### config.mk
export PLATFORM = sky130hd
export DESIGN_NAME = fifo_wr_arbiter
export DESIGN_NICKNAME = d
export VERILOG_FILES = /design/src/rtl/fifo_wr_arbiter.sv
export SDC_FILE = /design/constraint.sdc
export NUM_CORES = 1
export LEC_CHECK = 0
export ABC_AREA = 1
export CAP_MARGIN = 20
export CORE_MARGIN = 1
export CORE_UTILIZATION = 36
export DETAILED_ROUTE_END_ITERATION = 6
export GPL_TIMING_DRIVEN = 0
export PLACE_DENSITY = 0.88
export SETUP_SLACK_MARGIN = 0.2
export SLEW_MARGIN = 20
export SYNTH_ARGS = -nofsm -noshare
export SYNTH_HDL_FRONTEND = slang
export SYNTH_SLANG_ARGS = --single-unit
### constraint.sdc
create_clock -name clk -period 3.84 [get_ports clk]
set_input_delay 1.152 -clock clk [delete_from_list [all_inputs] [get_ports clk]]
set_output_delay 1.152 -clock clk [all_outputs]
set_load 0.02 [all_outputs]
### src/rtl/fifo_wr_arbiter.sv
// rtl/fifo_wr_arbiter.sv - packet-atomic round-robin arbiter sharing one sync_fifo write port
module fifo_wr_arbiter #(
    parameter int Width  = 16,
    parameter int NumReq = 4,
    parameter int IdW    = $clog2(NumReq)
) (
    input  logic                    clk,
    input  logic                    reset,
    input  logic [NumReq-1:0]       req_valid,
    input  logic [NumReq*Width-1:0] req_data,
    input  logic [NumReq-1:0]       req_last,
    output logic [NumReq-1:0]       req_ready,
    input  logic                    fifo_full,
    output logic                    fifo_w_enb,
    output logic [Width-1:0]        fifo_din,
    output logic                    grant_valid,
    output logic [IdW-1:0]          grant_id
);

    typedef enum logic {IDLE, GRANT} state_t;

    state_t         state, state_nxt;
    logic [IdW-1:0] owner, owner_nxt;
    logic [IdW-1:0] rr_ptr, rr_ptr_nxt;
    logic [IdW-1:0] pick, idx, wrap_ptr;
    logic [IdW:0]   sum;
    logic           found, beat;

    // Search starts at rr_ptr; the modular reduction keeps indices below NumReq
    // even when NumReq is not a power of two.
    always_comb begin
        found = 1'b0;
        pick  = '0;
        sum   = '0;
        idx   = '0;
        for (int k = 0; k < NumReq; k++) begin
            sum = {1'b0, rr_ptr} + (IdW+1)'(k);
            if (sum >= (IdW+1)'(NumReq)) begin
                sum = sum - (IdW+1)'(NumReq);
            end
            idx = sum[IdW-1:0];
            if (!found && req_valid[idx]) begin
                found = 1'b1;
                pick  = idx;
            end
        end
    end

    assign wrap_ptr = (owner == IdW'(NumReq - 1)) ? '0 : owner + 1'b1;

    always_comb begin
        state_nxt   = state;
        owner_nxt   = owner;
        rr_ptr_nxt  = rr_ptr;
        req_ready   = '0;
        beat        = (state == GRANT) && req_valid[owner] && !fifo_full;
        fifo_w_enb  = beat;
        fifo_din    = beat ? req_data[int'(owner)*Width +: Width] : '0;
        grant_valid = (state == GRANT);
        grant_id    = owner;
        case (state)
            IDLE: begin
                if (found) begin
                    owner_nxt = pick;
                    state_nxt = GRANT;
                end
            end
            GRANT: begin
                req_ready[owner] = !fifo_full;
                if (beat && req_last[owner]) begin
                    rr_ptr_nxt = wrap_ptr;
                    state_nxt  = IDLE;
                end
            end
            default: state_nxt = IDLE;
        endcase
    end

    always_ff @(posedge clk) begin
        if (reset) begin
            state  <= IDLE;
            owner  <= '0;
            rr_ptr <= '0;
        end else begin
            state  <= state_nxt;
            owner  <= owner_nxt;
            rr_ptr <= rr_ptr_nxt;
        end
    end

endmodule
# [Word level (Yosys, flattened, before mapping)]
# Index checks and enable logic that the tools add are counted.
[totals] reg_bits=5
[op_classes] add_sub_neg=8 n_lt_le_gt_ge=10 n_eq_ne=1 n_shift=1 mux=32 n_bitwise=2 n_reduce_logical=13
[ops] op="indexed part select 64 x 7 -> 16 bit" count=1
[ops] op="two-way mux 2 bit" count=9
[ops] op="two-way mux 16 bit" count=1
[ops] op="less-than comparator 2 x 3 -> 1 bit, second input constant" count=5
[ops] op="two-way mux 1 bit" count=13
[ops] op="binary-select mux 1 bit (select 2 bit)" count=6
[ops] op=">= comparator 3 bit, second input constant" count=3
[ops] op="subtractor 2 x 1 -> 2 bit, second input constant" count=4
[ops] op="logical AND 1 bit" count=7
[ops] op="adder 2 x 2 -> 3 bit, second input constant" count=2
[ops] op="AND 4 bit" count=1
[ops] op="logical NOT 1 bit" count=4
[ops] op="two-way mux 4 bit" count=1
[ops] op="AND reduction 2 bit" count=2
[ops] op="adder 2 x 1 -> 3 bit, second input constant" count=1
[ops] op=">= comparator 2 x 3 -> 1 bit, second input constant" count=1
[ops] op="adder 2 x 1 -> 2 bit, second input constant" count=1
[ops] op="demux 1 bit (select 2 bit)" count=1
[ops] op="equality test 2 bit, second input constant" count=1
[ops] op=">= comparator 2 x 1 -> 1 bit, second input constant" count=1
[ops] op="one-hot mux 1 bit (2 select lines)" count=1
[ops] op="inverter 1 bit" count=1

# [Logic depth before layout (Yosys ltp)]
[depth] word_depth=16 depth_mapped=11 depth_no_buf=11

# [Least setup slack after synthesis]
# No wires, ideal clock.
[synth_path] kind="input to output" startpoint="in req_valid[1]" endpoint="out fifo_din[10]" arrival_time_ns=2.167 t_required_ns=2.688 slack_ns=0.521 cell_stages=7 n_path_buf=1 cell_sequence="inv_1 > nand2_1 > o211ai_1 > a21oi_2 > inv_2 > buf_6 > a21oi_2"
[synth_via] elab_chain_len=5
[synth_lines] item="start, declared" line_no="9" rtl="input logic [NumReq-1:0] req_valid,"
[synth_lines] item="binary-select mux 1 bit (select 2 bit)" line_no="56" rtl="beat = (state == GRANT) && req_valid[owner] && !fifo_full;"
[synth_lines] item="two-way mux 1 bit (implied by the code)" line_no="56"
[synth_lines] item="logical AND 1 bit (2 in series)" line_no="56"
[synth_lines] item="named net fifo_w_enb" line_no="14" rtl="output logic fifo_w_enb,"
[synth_lines] item="two-way mux 16 bit" line_no="58" rtl="fifo_din = beat ? req_data[int'(owner)*Width +: Width] : '0;"
[synth_lines] item="end, declared" line_no="15" rtl="output logic [Width-1:0] fifo_din,"
# The timed path passes the listed nets, and every way through them passes these cells. The select of a mux whose other input is x is not followed.

# [Worst setup path after layout]
[layout_path] startpoint="in fifo_full" endpoint="out fifo_din[6]"
[layout_via] elab_chain_len=3
[layout_lines] item="start, declared" line_no="13" rtl="input logic fifo_full,"
[layout_lines] item="logical NOT 1 bit" line_no="56"
[layout_lines] item="logical AND 1 bit" line_no="56"
[layout_lines] item="two-way mux 16 bit" line_no="58"
# No other way between the ends.

==> summary.md <==
| Metric | Value |
|---|---|
| Fin crit share | between 90% and 100% |
| Sequential fraction of the synthesis area | between 8 and 9% |
| M2 GR Usage | 50.2% |
| Synth area leader | nor2_1 |
| Gr usage total | 26.7% |
| Final Setup Violations | 0 |
| Final nets | approximately 420 |
| Placement Setup Slack | -410 ps |
| Routability cong. | around 0.85 |
| Clk pin slew, worst setup/hold paths | 40 ps |
| Wire per inst | 12.0 um |
| Clock Skews | between 6 and 7 ps |
| Core footprint | between 3000 and 4000 um2 |
| First-pass GRT wire length | 7.32 mm |
| Die ar. | 3620 um2 |
| Ys flop type | dfxtp_1 |
| Setup WS post-layout | between 200 and 250 ps |
| TritonCTS Sinks | 5 |
| Post-route DRC | 0 |
| Worst EP required | ~2700 ps |
| WL final | 4.54 mm |
| Cells after synthesis | 232 |
| Crit Path Class | in2out |
| Largest net degree at the start of global routing | 12 |
| Crit path max fanout | 8 |
| Ys async rst share | 0% |
| Startpoint Class | input pin |
| Clock Tree Buf Depth | 2 |
| Cts hold-fix bufs | 0 |
| RSZ-0062 raised after global routing | true |
| Worst-Skew Late Latency | 250 ps |
| Most used routing layer | met2 |
| Root Buffer | clkbuf_4 |
| Rel. slew slack | between 70% and 80% |
| Max-Cap Viols | 0 |
| # diodes | 0 |
| Area grow syn2layout | 88.0% |
| Post-place instance area | between 2000 and 2500 um2 |
| Initial Util | 39.0% |
| Cell area after layout | 2290 um2 |
| Final hold violation count | 0 |
| Status | finished, final reports clean |
| CP cell instances | clkdlybuf4s50_1 > nor2_2 > inv_2 > a21oi_4 > inv_4 > buf_8 > a21oi_2 > buf_2 |
| Post-layout min period | 3610 ps |
| Buffers on Ports | 98 |
| Worst-Margin Slew | 405 ps |
| Vias | 1827 |
| P_leak | 0.00107 uW |
| Syn nets | between 300 and 400 |
| # IOs | about 100 |
| Critical path's top delay family | buffers and inverters |
| F_max | 277 MHz |
| Synth Register Bits | 5 |
| PD cells | 238 nW/um2 |
| EDFF count, synth | 0 |
| Buf+Inv Stages, Crit Path | 5 |
| Die Y | 60.2 um |
| Drt via density | 4.82 |
| Layout cells sized above 1 | roughly a fifth |
| DPL Wire Length | 3.64 mm |
| Fillers | 273 |
| Yosys cell types | 24 |
| Largest cells by area after synthesis | nor2_1, o21ai_0, nand2_1 |
| First DRT Iteration DRCs | 81 |
| Synth cell count leaders | nor2_1, o21ai_0, nand2_1 |
| Worst Hold Class | reg2reg |
| Post-synth design cell area | between 1000 and 1500 um2 |
| CP endpoint kind | primary output |
| Met1 usage | 29.5% |
| Largest stage delay, worst path | slightly above 400 ps |
| Antenna violations before repair | 0 |
| Aggregate global routing overflow | 0 |
| Die Wd | 60.2 um |
| Routing usage on met3 | 6.28% |
| Routed Antenna Nets | 0 |
| Count leader, synth | nor2_1 |
| Synth top area share | 24.0% |
| Data arrival, critical path | 2460 ps |
| TritonCTS clock tree | done |
| TritonCTS buffer count | 3 |
| Max VDD drop | 0.137 mV |
| 1st-pass router iterations | 4 |
| Slowest stage cell on the critical path | clkdlybuf4s50_1 |
| Synth warn | 0 |
| Htree depth | 1 |
| Max-slew violation count | 0 |
| Syn_area_per_cell | 5.25 um2 |
| Row cnt | 20 |
| Vias in the first global route | roughly 1.7k |
layout make-up:
cell class	instances	area, um2	share of cell area, %
multi-input cells	196	980	42.8
repair buffers	99	967	42.2
flip-flops and latches	5	100	4.37
plain buffers	13	92.6	4.04
inverters	18	70.1	3.06
well taps	44	55.1	2.40
clock buffers	4	26.3	1.15
repair_timing:
| action | in CTS | in global routing |
|---|---|---|
| gates resized for setup | 71 | 15 |
| setup buffers | 0 | 0 |
| gates cloned | 1 | 0 |
| pin swaps | 2 | 0 |
| setup endpoints to repair | 18 | 20 |
| hold endpoints to repair | 0 | 0 |
per-stage QoR:
step           hold slack, ps  TNS (ps)  util (%)  power (uW)  std cells
5_1_grt                   522         0      73.2         599        379
2_1_floorplan             512         0         -         315        232
4_1_cts                   501         0      73.0         543        379
3_3_place_gp              479     -4950      72.1         471        374
6_report                  493         0      73.2         545        379
3_5_place_dp              496     -5390      72.1         479        374
metal layers:
layer / vias up / share of wire, %
li1: 955 / -
met1: 795 / 41
met2: 71 / 51
met3: 6 / 6.7
met4: 0 / 1.1
met5: - / 0
kinds of logic (layout without fill, tap and decap cells):
logic type	count (synthesis)	in the layout	synth area share, %
buffers and inverters	31	134	12.8
AOI/OAI and AO/OA	65	65	31.0
DFF	5	5	8.21
adders and majority gates	4	4	4.11
and+or+nand+nor	127	127	43.8
flip-flops by register name, summed over array words and instances, names as in the netlist:
signal	flops
grant_id	2
rr_ptr	2
grant_valid	1
cell usage in the layout, fill, tap and decap left out, drive strengths merged:
cell type | synthesis | layout
o211ai | 2 | 2
o21ai | 41 | 41
nor2 | 81 | 81
o22ai | 1 | 1
clkbuf | 2 | 6
ha | 4 | 4
dlygate4sd2 | 0 | 5
clkdlybuf4s15 | 0 | 2
dlymetal6s2s | 0 | 4
dfxtp | 5 | 5
nand2 | 38 | 38
clkdlybuf4s50 | 0 | 73
nand3 | 8 | 8
buf | 11 | 26
a21oi | 21 | 21
inv | 18 | 18
path summary, 6_finish.rpt:
path         cells past startpoint           to        start  slack (ps)
max                              8  fifo_din[6]    fifo_full         230
min                              2  grant_valid  grant_valid         490
max reg2reg                      7    rr_ptr[1]  grant_id[1]        2220
min reg2reg                      2  grant_valid  grant_valid         490
report_power, final:
| group | switching [uW] | total [uW] | internal [uW] | leakage, uW |
|---|---|---|---|---|
| sequential | 8.71 | 67.5 | 58.8 | 0.0000412 |
| combinational | 228 | 416 | 188 | 0.00101 |
| clock | 22.1 | 61.4 | 39.3 | 0.0000150 |
worst reg2reg max path: stages (launching register included):
cell and delay, ps:
dfxtp_1 370, buf_2 260, inv_2 50, buf_2 190, buf_6 160, ha_1 270, o21ai_1 150, a21oi_1 50
Power figures use the tool's default switching activity.
